### src/rtl/vga_frame_reader_if.sv
// Bundle between the frame reader, the VGA timing generator, the frame RAM
// read port and the capture side. The master is the frame reader. The slave
// is the surrounding system: timing generator, RAM and capture logic.
interface vga_frame_reader_if #(
  parameter int ADDR_W = 18
);
  logic [9:0]        xpos;
  logic [9:0]        ypos;
  logic              ptick;
  logic              frame_ready;
  logic              pattern_en;
  logic [ADDR_W-1:0] rd_addr;
  logic [15:0]       rd_data;
  logic              rd_bank;
  logic              swap_ack;
  logic [7:0]        pixel_r;
  logic [7:0]        pixel_g;
  logic [7:0]        pixel_b;

  modport master (
    input  xpos, ypos, ptick, frame_ready, pattern_en, rd_data,
    output rd_addr, rd_bank, swap_ack, pixel_r, pixel_g, pixel_b
  );

  modport slave (
    output xpos, ypos, ptick, frame_ready, pattern_en, rd_data,
    input  rd_addr, rd_bank, swap_ack, pixel_r, pixel_g, pixel_b
  );
endinterface

### src/rtl/vga_frame_reader.sv
// Pixel source for a 640x480 VGA timing generator. It prefetches RGB565
// pixels two positions ahead from a double-buffered 320x240 frame RAM,
// upscales by 2 in both directions and expands the pixels to 8-bit RGB. It
// swaps the displayed bank at the end of the first vertical-blank line once
// the capture side reports a complete frame.
module vga_frame_reader #(
  parameter int H_TOTAL  = 800,
  parameter int V_TOTAL  = 525,
  parameter int H_ACTIVE = 640,
  parameter int V_ACTIVE = 480,
  parameter int SRC_W    = 320,
  parameter int SRC_H    = 240,
  parameter int ADDR_W   = 18
) (
  input  logic                clk,
  input  logic                reset,
  vga_frame_reader_if.master  bus
);
  localparam int IDX_W = ADDR_W - 1;

  typedef enum logic {IDLE, PENDING} state_t;

  state_t            state;
  logic [ADDR_W-1:0] rd_addr;
  logic              rd_bank;
  logic              swap_ack;
  logic              v1;
  logic [2:0]        bar1;
  logic [15:0]       hold;
  logic [23:0]       pixel;

  logic [10:0]       fx_sum;
  logic [9:0]        fx;
  logic [9:0]        fy;
  logic [8:0]        row;
  logic [8:0]        col;
  logic [IDX_W-1:0]  idx;
  logic              fetch_valid;
  logic              swap_edge;

  // RGB565 to RGB888 by replicating the top bits into the low bits.
  function automatic logic [23:0] expand(input logic [15:0] w);
    return {w[15:11], w[15:13], w[10:5], w[10:9], w[4:0], w[4:2]};
  endfunction

  // Colour bars are 128 pixels wide so the bar index is just fx[9:7].
  function automatic logic [15:0] bar_word(input logic [2:0] b);
    case (b)
      3'd0:    return 16'hFFFF;
      3'd1:    return 16'hFFE0;
      3'd2:    return 16'h07FF;
      3'd3:    return 16'h07E0;
      3'd4:    return 16'hF81F;
      default: return 16'h0000;
    endcase
  endfunction

  // Fetch position is two pixels ahead, with wrap across lines and frames.
  // The row/column guards protect the RAM if the active area and the source
  // size are ever parameterised inconsistently.
  always_comb begin
    fx_sum = {1'b0, bus.xpos} + 11'd2;
    fx     = fx_sum[9:0];
    fy     = bus.ypos;
    if (fx_sum >= 11'(H_TOTAL)) begin
      fx = 10'(fx_sum - 11'(H_TOTAL));
      fy = bus.ypos + 10'd1;
    end
    if (fy == 10'(V_TOTAL))
      fy = '0;
    row = fy[9:1];
    col = fx[9:1];
    fetch_valid = (fx < 10'(H_ACTIVE)) && (fy < 10'(V_ACTIVE)) &&
                  (row < 9'(SRC_H)) && (col < 9'(SRC_W));
    idx = IDX_W'(row) * IDX_W'(SRC_W) + IDX_W'(col);
    swap_edge = bus.ptick && (bus.xpos == 10'(H_TOTAL - 1)) &&
                (bus.ypos == 10'(V_ACTIVE));
  end

  // Fetch pipeline: address and capture on ptick edges, output on the
  // off-tick edge so the generator's input register sees a stable value.
  always_ff @(posedge clk or posedge reset) begin
    if (reset) begin
      rd_addr <= '0;
      v1      <= 1'b0;
      bar1    <= '0;
      hold    <= '0;
      pixel   <= '0;
    end else if (bus.ptick) begin
      if (fetch_valid)
        rd_addr <= {rd_bank, idx};
      v1   <= fetch_valid;
      bar1 <= fx[9:7];
      if (!v1)
        hold <= 16'h0000;
      else if (bus.pattern_en)
        hold <= bar_word(bar1);
      else
        hold <= bus.rd_data;
    end else begin
      pixel <= expand(hold);
    end
  end

  // Bank swap FSM. A frame_ready that arrives while a swap is pending is
  // absorbed. One that lands on the swap edge itself re-arms the FSM for the
  // next frame.
  always_ff @(posedge clk or posedge reset) begin
    if (reset) begin
      state    <= IDLE;
      rd_bank  <= 1'b0;
      swap_ack <= 1'b0;
    end else begin
      swap_ack <= 1'b0;
      case (state)
        IDLE: if (bus.frame_ready) state <= PENDING;
        PENDING: begin
          if (swap_edge) begin
            rd_bank  <= ~rd_bank;
            swap_ack <= 1'b1;
            state    <= bus.frame_ready ? PENDING : IDLE;
          end
        end
        default: state <= IDLE;
      endcase
    end
  end

  assign bus.rd_addr  = rd_addr;
  assign bus.rd_bank  = rd_bank;
  assign bus.swap_ack = swap_ack;
  assign bus.pixel_r  = pixel[23:16];
  assign bus.pixel_g  = pixel[15:8];
  assign bus.pixel_b  = pixel[7:0];
endmodule

### src/flat_wrapper.sv
// flat-port wrapper written by rule: the top's interface ports become plain ports
module vga_frame_reader_flat 
#(
  parameter int H_TOTAL  = 800,
  parameter int V_TOTAL  = 525,
  parameter int H_ACTIVE = 640,
  parameter int V_ACTIVE = 480,
  parameter int SRC_W    = 320,
  parameter int SRC_H    = 240,
  parameter int ADDR_W   = 18
)
  (clk, reset, bus_xpos, bus_ypos, bus_ptick, bus_frame_ready, bus_pattern_en, bus_rd_data, bus_rd_addr, bus_rd_bank, bus_swap_ack, bus_pixel_r, bus_pixel_g, bus_pixel_b);
  vga_frame_reader_if #(.ADDR_W(ADDR_W)) bus_i ();
  input  logic clk;
  input  logic reset;
  input wire logic [$bits(bus_i.xpos)-1:0] bus_xpos;
  input wire logic [$bits(bus_i.ypos)-1:0] bus_ypos;
  input wire logic [$bits(bus_i.ptick)-1:0] bus_ptick;
  input wire logic [$bits(bus_i.frame_ready)-1:0] bus_frame_ready;
  input wire logic [$bits(bus_i.pattern_en)-1:0] bus_pattern_en;
  input wire logic [$bits(bus_i.rd_data)-1:0] bus_rd_data;
  output wire logic [$bits(bus_i.rd_addr)-1:0] bus_rd_addr;
  output wire logic [$bits(bus_i.rd_bank)-1:0] bus_rd_bank;
  output wire logic [$bits(bus_i.swap_ack)-1:0] bus_swap_ack;
  output wire logic [$bits(bus_i.pixel_r)-1:0] bus_pixel_r;
  output wire logic [$bits(bus_i.pixel_g)-1:0] bus_pixel_g;
  output wire logic [$bits(bus_i.pixel_b)-1:0] bus_pixel_b;
  assign bus_i.xpos = bus_xpos;
  assign bus_i.ypos = bus_ypos;
  assign bus_i.ptick = bus_ptick;
  assign bus_i.frame_ready = bus_frame_ready;
  assign bus_i.pattern_en = bus_pattern_en;
  assign bus_i.rd_data = bus_rd_data;
  assign bus_rd_addr = bus_i.rd_addr;
  assign bus_rd_bank = bus_i.rd_bank;
  assign bus_swap_ack = bus_i.swap_ack;
  assign bus_pixel_r = bus_i.pixel_r;
  assign bus_pixel_g = bus_i.pixel_g;
  assign bus_pixel_b = bus_i.pixel_b;
  vga_frame_reader #(.H_TOTAL(H_TOTAL), .V_TOTAL(V_TOTAL), .H_ACTIVE(H_ACTIVE), .V_ACTIVE(V_ACTIVE), .SRC_W(SRC_W), .SRC_H(SRC_H), .ADDR_W(ADDR_W)) u_core (.clk(clk), .reset(reset), .bus(bus_i));
endmodule
### config.mk
export PLATFORM = sky130hd
export DESIGN_NAME = vga_frame_reader_flat
export DESIGN_NICKNAME = d
export VERILOG_FILES = /design/src/rtl/vga_frame_reader_if.sv /design/src/rtl/vga_frame_reader.sv /design/src/flat_wrapper.sv
export SDC_FILE = /design/constraint.sdc
export NUM_CORES = 1
export LEC_CHECK = 0
export ABC_AREA = 1
export BUFFER_PORTS_ARGS = -buffer_cell sky130_fd_sc_hd__buf_4
export CAP_MARGIN = 10
export CORE_ASPECT_RATIO = 0.7
export CORE_MARGIN = 1
export CORE_UTILIZATION = 55
export CTS_BUF_LIST = sky130_fd_sc_hd__clkbuf_2 sky130_fd_sc_hd__clkbuf_4 sky130_fd_sc_hd__clkbuf_8
export CTS_CLUSTER_DIAMETER = 80
export DETAILED_ROUTE_END_ITERATION = 16
export GPL_TIMING_DRIVEN = 0
export PLACE_DENSITY = 0.79
export SETUP_SLACK_MARGIN = 0.02
export SYNTH_ARGS = -nofsm -noshare
export SYNTH_HDL_FRONTEND = slang
export SYNTH_SLANG_ARGS = --single-unit
### constraint.sdc
create_clock -name clk -period 2.4 [get_ports clk]
set_input_delay 0.48 -clock clk [delete_from_list [all_inputs] [get_ports clk]]
set_output_delay 0.48 -clock clk [all_outputs]
set_load 0.005 [all_outputs]
== Word-level counts from Yosys, hierarchy flattened ==
Index checks and enable logic that the tools add are counted.
Cells by class
  multiplexer cells: 11
  eq/ne operators: 7
  shifts and indexed selects: 0
  $add $sub $neg: 4
  bitwise logic cells: 2
  magnitude comparators: 5
  reduce and logical (&&, ||, !) cells: 8
  div/mod/pow operators: 0
  $mul: 1
Operators by type and width (number)
  $pmux W16 S5: 1
  $mux W16: 2
  $mux W10: 3
  $eq A10 B10 Y1 const B: 2
  $add A17 B9 Y17: 1
  $add A10 B2 Y11 const B: 1
  $ge A11 B10 Y1 const B: 1
  $mul A9 B3 Y11 const B: 1
  $add A10 B1 Y10 const B: 1
  $eq A10 B9 Y1 const B: 1
  $lt A10 B10 Y1 const B: 1
  $lt A10 B9 Y1 const B: 1
  $sub A10 B10 Y10 const B: 1
  $lt A9 B8 Y1 const B: 1
  $lt A9 B9 Y1 const B: 1
  $eq A3 B2 Y1 const B: 2
  $logic_and A1 B1 Y1: 5
  $mux W1: 4
  $reduce_and A2 Y1: 2
  $eq A3 B1 Y1 const B: 1
  $eq A3 B3 Y1 const B: 1
  $logic_not A3 Y1: 1
  $not A1 Y1: 2
  $pmux W1 S2: 1
Word-level totals
  flip-flop bits (word level): 65
  bits in read-only memories: 0
  memories kept: 0
  latch bits: 0
  output and inout bits: 44
  logic and storage cells: 46
  memory bits (writable): 0

== Logic depth before layout (Yosys ltp) ==
  depth after elaboration: 10
  mapped depth: 34
  gate-level depth less buffers: 32

== Worst setup path before layout ==
Ideal clock, no wire load.
  path type: input to register
  from: input bus_xpos[1]
  to: register u_core.rd_addr[16], in the netlist u_core.bus.rd_addr[16]
  path slack: -2161 ps
  required time: 2287 ps
  stages on the path: 32
  buffers on the path: 1
  arrival time: 4448 ps
  cells stage by stage: ha_1 > nand3_1 > nand2_1 > nand2_1 > ha_1 > inv_1 > nand3_1 > nand2_1 > nand2_2 > nand3_4 > buf_6 > nand2_1 > nand2_1 > inv_1 > nor3_1 > nand2_1 > nor3_1 > a21oi_1 > ha_1 > ha_1 > inv_1 > fa_1 > xnor2_1 > inv_1 > nor3b_1 > nand4_1 > nor2_1 > nand2_1 > xnor2_1 > nand3_1 > nand2_1 > inv_1
On the way
  cells in the longest elaborated chain, start to end: 10
RTL lines
  start: declaration: RTL line flat_wrapper.sv:16  | input wire logic [$bits(bus_i.xpos)-1:0] bus_xpos;
  $add A10 B2 Y11 (*): RTL line vga_frame_reader.sv:62  | fx_sum = {1'b0, bus.xpos} + 11'd2;
  parallel branches: the longest is 9 deep, another holds $add A17 B9 Y17
  end signal: assignment: RTL line vga_frame_reader.sv:91  | rd_addr <= {rd_bank, idx};
  end: declaration: RTL line vga_frame_reader.sv:24  | logic [ADDR_W-1:0] rd_addr;
Every way passes the cells marked *.
A chain may end at the register's enable or synchronous reset.

== Final worst setup path ==
Same ends and word-level chain as after synthesis.

==> flow_metrics.py <==
metrics = {
    "synth": {
        "post-synth-top-area-fraction": 0.3685,
        "ys_types": 39,
        "synthArstFlopShare": 1.000,
        "ys_warn_count": 0,
        "synth_most_common_cell": "nand2_1",
        "synth_commonest_cells": "134 x nand2_1, 57 x dfrtp_1, 56 x inv_1",
        "syn_area_per_cell_um2": 7.805,
        "synth_nets": 559,
        "synth_area_mm2": 0.003871,
        "postSynthCellCount": 496,
        "synth-edff-count": 0,
        "synth_area_leader_cell": "dfrtp_1",
        "synth_area_leaders": "dfrtp_1 37%, nand2_1 13%, ha_1 6.5%, inv_1 5.4%, nor2_1 3.8%",
        "ys_seq_area_frac": 0.3685,
        "yosys_register_bits": 57,
        "synth_ff_type": "dfrtp_1",
    },
    "worst_hold_path": {
        "worstHoldPathType": "input pin to asynchronous set/reset pin",
    },
    "floorplanning": {
        "io-pin-count": 85,
        "fp.dieH_um": 72.20,
        "core_mm2": 0.006788,
        "die_x_um": 102.3,
        "start_util": 0.5703,
        "row_count": 25,
        "die_area_mm2": 0.007384,
    },
    "worst_setup_path": {
        "crit_type": "input pin to flop",
        "r2r_slack_ps": 880,
        "r2r-end": "u_core.hold[12]",
        "endpoint_kind": "flop",
        "startpoint_type": "input pin",
        "reg2reg_depth": 3,
        "timing.rr.start": "u_core.bar1[2]",
        "cp-startpoint": "bus_xpos[1]",
        "critPathArrivalTime_ps": 5050,
        "critPathMaxFanout": 10,
        "worstPathRequired_ps": 2640,
    },
    "timing": {
        "fin_ws_ps": -2411,
        "hold_ws_ps": 99.18,
        "maxSlewHeadroom": 0.4308,
        "hold_viol": 0,
        "setup_viol": 19,
        "worst_slew_pin_slew_ps": 844.9,
        "min_period_ps": 4811,
        "max_freq_mhz": 207.9,
        "period_share": 2.005,
        "maxSlewViolCount": 0,
        "finClkSkew_ps": 4.024,
        "fin_setup_tns_ps": -23570,
        "rsz0062_at_grt": "true",
    },
    "global_route": {
        "overflow": 0,
        "antenna_found_initial": 0,
        "grtUsageTotal": 0.3672,
        "grt_pass1_vias": 4210,
        "grt_max_degree": 45,
        "grt_pass1_wl_um": 20310,
    },
    "outcome": {
        "outcome": "finished, violations left",
        "violations": "setup timing",
    },
    "drt": {
        "antenna_left": 0,
        "drt_pass1_iterations": 6,
        "vias": 4515,
        "drt_iter0_markers": 541,
        "drcViolationCount": 0,
        "finalWirelength_um": 14870,
        "wl_per_cell_um": 19.87,
        "routed_via_density": 6.036,
    },
    "clock_network": {
        "path_clk_slew_ps": 70,
        "insertion_delay_ps": 340,
        "htree_levels": 3,
        "clockBufferDepth": 2,
        "clock-sinks": 57,
        "cts_tree": "built",
        "numCtsBuffers": 9,
        "ctsHoldBuffers": 0,
        "clockRootBuffer": "clkbuf_8",
    },
    "run": {
        "cap_viol_max_count": 0,
    },
    "cells_and_area": {
        "diodes": 0,
        "nets": 712,
        "syn2layout_area_growth_pct": 49.68,
        "drive_gt1_frac": 0.4557,
        "instances_no_fill": 748,
        "fin_util": 0.8536,
    },
    "place": {
        "place_congestion": 0.9019,
        "portBuffers": 82,
        "hpwlAfterDp_um": 7422,
        "dp_cells": 673,
    },
    "power": {
        "power_density_mw_per_mm2": 720.5,
        "power_leakage_nw": 3.010,
        "ir_drop_v": 0.0006960,
    },
}
-- layer usage --
metal | wire, um | track usage | up-vias
li1 | - | - | 1907
met1 | 5465 | 0.4606 | 2089
met2 | 6777 | 0.5899 | 388
met3 | 1539 | 0.09441 | 131
met4 | 1083 | 0.1905 | 0
met5 | 0 | 0 | -
-- area by class of cell --
type | count | area, um^2
inverters | 57 | 214.0
flip-flops and latches | 57 | 1426
fillers | 348 | 993.5
plain buffers | 22 | 177.7
well taps | 94 | 117.6
clock inverters | 4 | 73.82
multi-input cells | 360 | 2511
repair buffers | 142 | 1109
clock buffers | 12 | 165.2
-- metrics by stage --
stage	worst slack, ps	power (mW)	area, um^2
2_1_floorplan	-1877	2.051	3988
3_3_place_gp	-2373	2.506	4721
3_5_place_dp	-2481	2.557	4741
4_1_cts	-1636	3.884	5563
5_1_grt	-2492	4.327	5794
6_report	-2411	4.175	5794
-- worst max-delay path, cell delays in order --
cell and delay [ps]:
buf_8 110, inv_1 90, nor2_4 60, buf_4 150, nand3b_2 140, clkbuf_1 460
nand4_1 280, nand2_2 140, nand2_2 60, nor3_2 190, nand2_1 130, nor3_4 310
buf_4 180, nor2_4 50, ha_1 310, inv_2 40, fa_2 390, o21ai_4 220
buf_6 130, a21oi_2 50, o21ai_1 170, xor2_1 300, nand2_1 130, xnor2_1 180
nand3_1 150, nand2_2 120, inv_2 40
-- layout by cell type (no fill, tap or decap), types with 16 or more instances in the layout --
| master | netlist | final |
|---|---|---|
| nand4_1 | 17 | 17 |
| o21ai_0 | 18 | 16 |
| o21ai_2 | 16 | 16 |
| nand2_1 | 134 | 109 |
| nor2_1 | 39 | 31 |
| inv_1 | 56 | 46 |
| nand2_2 | 21 | 39 |
| buf_4 | 9 | 143 |
| nand3_1 | 23 | 19 |
| dfrtp_1 | 57 | 57 |
-- state kept, by name, summed over array words and instances, names as in the netlist --
register             cells
u_core.bus.rd_addr      18
u_core.hold             16
u_core.pixel            16
u_core.bar1              3
u_core.bus.rd_bank       1
u_core.bus.swap_ack      1
u_core.state             1
u_core.v1                1
-- how the worst max path moves through the flow --
stage               cells past startpoint                      to
global placement                       32  u_core.bus.rd_addr[16]
finish                                 27  u_core.bus.rd_addr[16]
global route                           27  u_core.bus.rd_addr[16]
floorplan                              32  u_core.bus.rd_addr[16]
CTS                                    30  u_core.bus.rd_addr[16]
detailed placement                     32  u_core.bus.rd_addr[16]
-- kinds of logic after synthesis --
| group | synth area share |
|---|---|
| compound gates | 0.1057 |
| flops | 0.3685 |
| fa+ha+maj | 0.07498 |
| xor+xnor | 0.05204 |
| buf+inv | 0.09502 |
| simple gates | 0.3038 |
-- where the power goes --
| part | total, mW | internal [mW] | switching (mW) | leakage (nW) |
|---|---|---|---|---|
| clock network | 1.08 | 0.670 | 0.407 | 0.123 |
| registers | 1.30 | 1.15 | 0.147 | 0.737 |
| logic | 1.80 | 0.851 | 0.949 | 2.15 |
-- what timing repair did --
action	CTS	global route
pin swaps	47	40
setup buffers	49	17
setup endpoints to repair	19	19
gates resized for setup	54	38
Note: power is estimated with default switching activity, not from simulation.
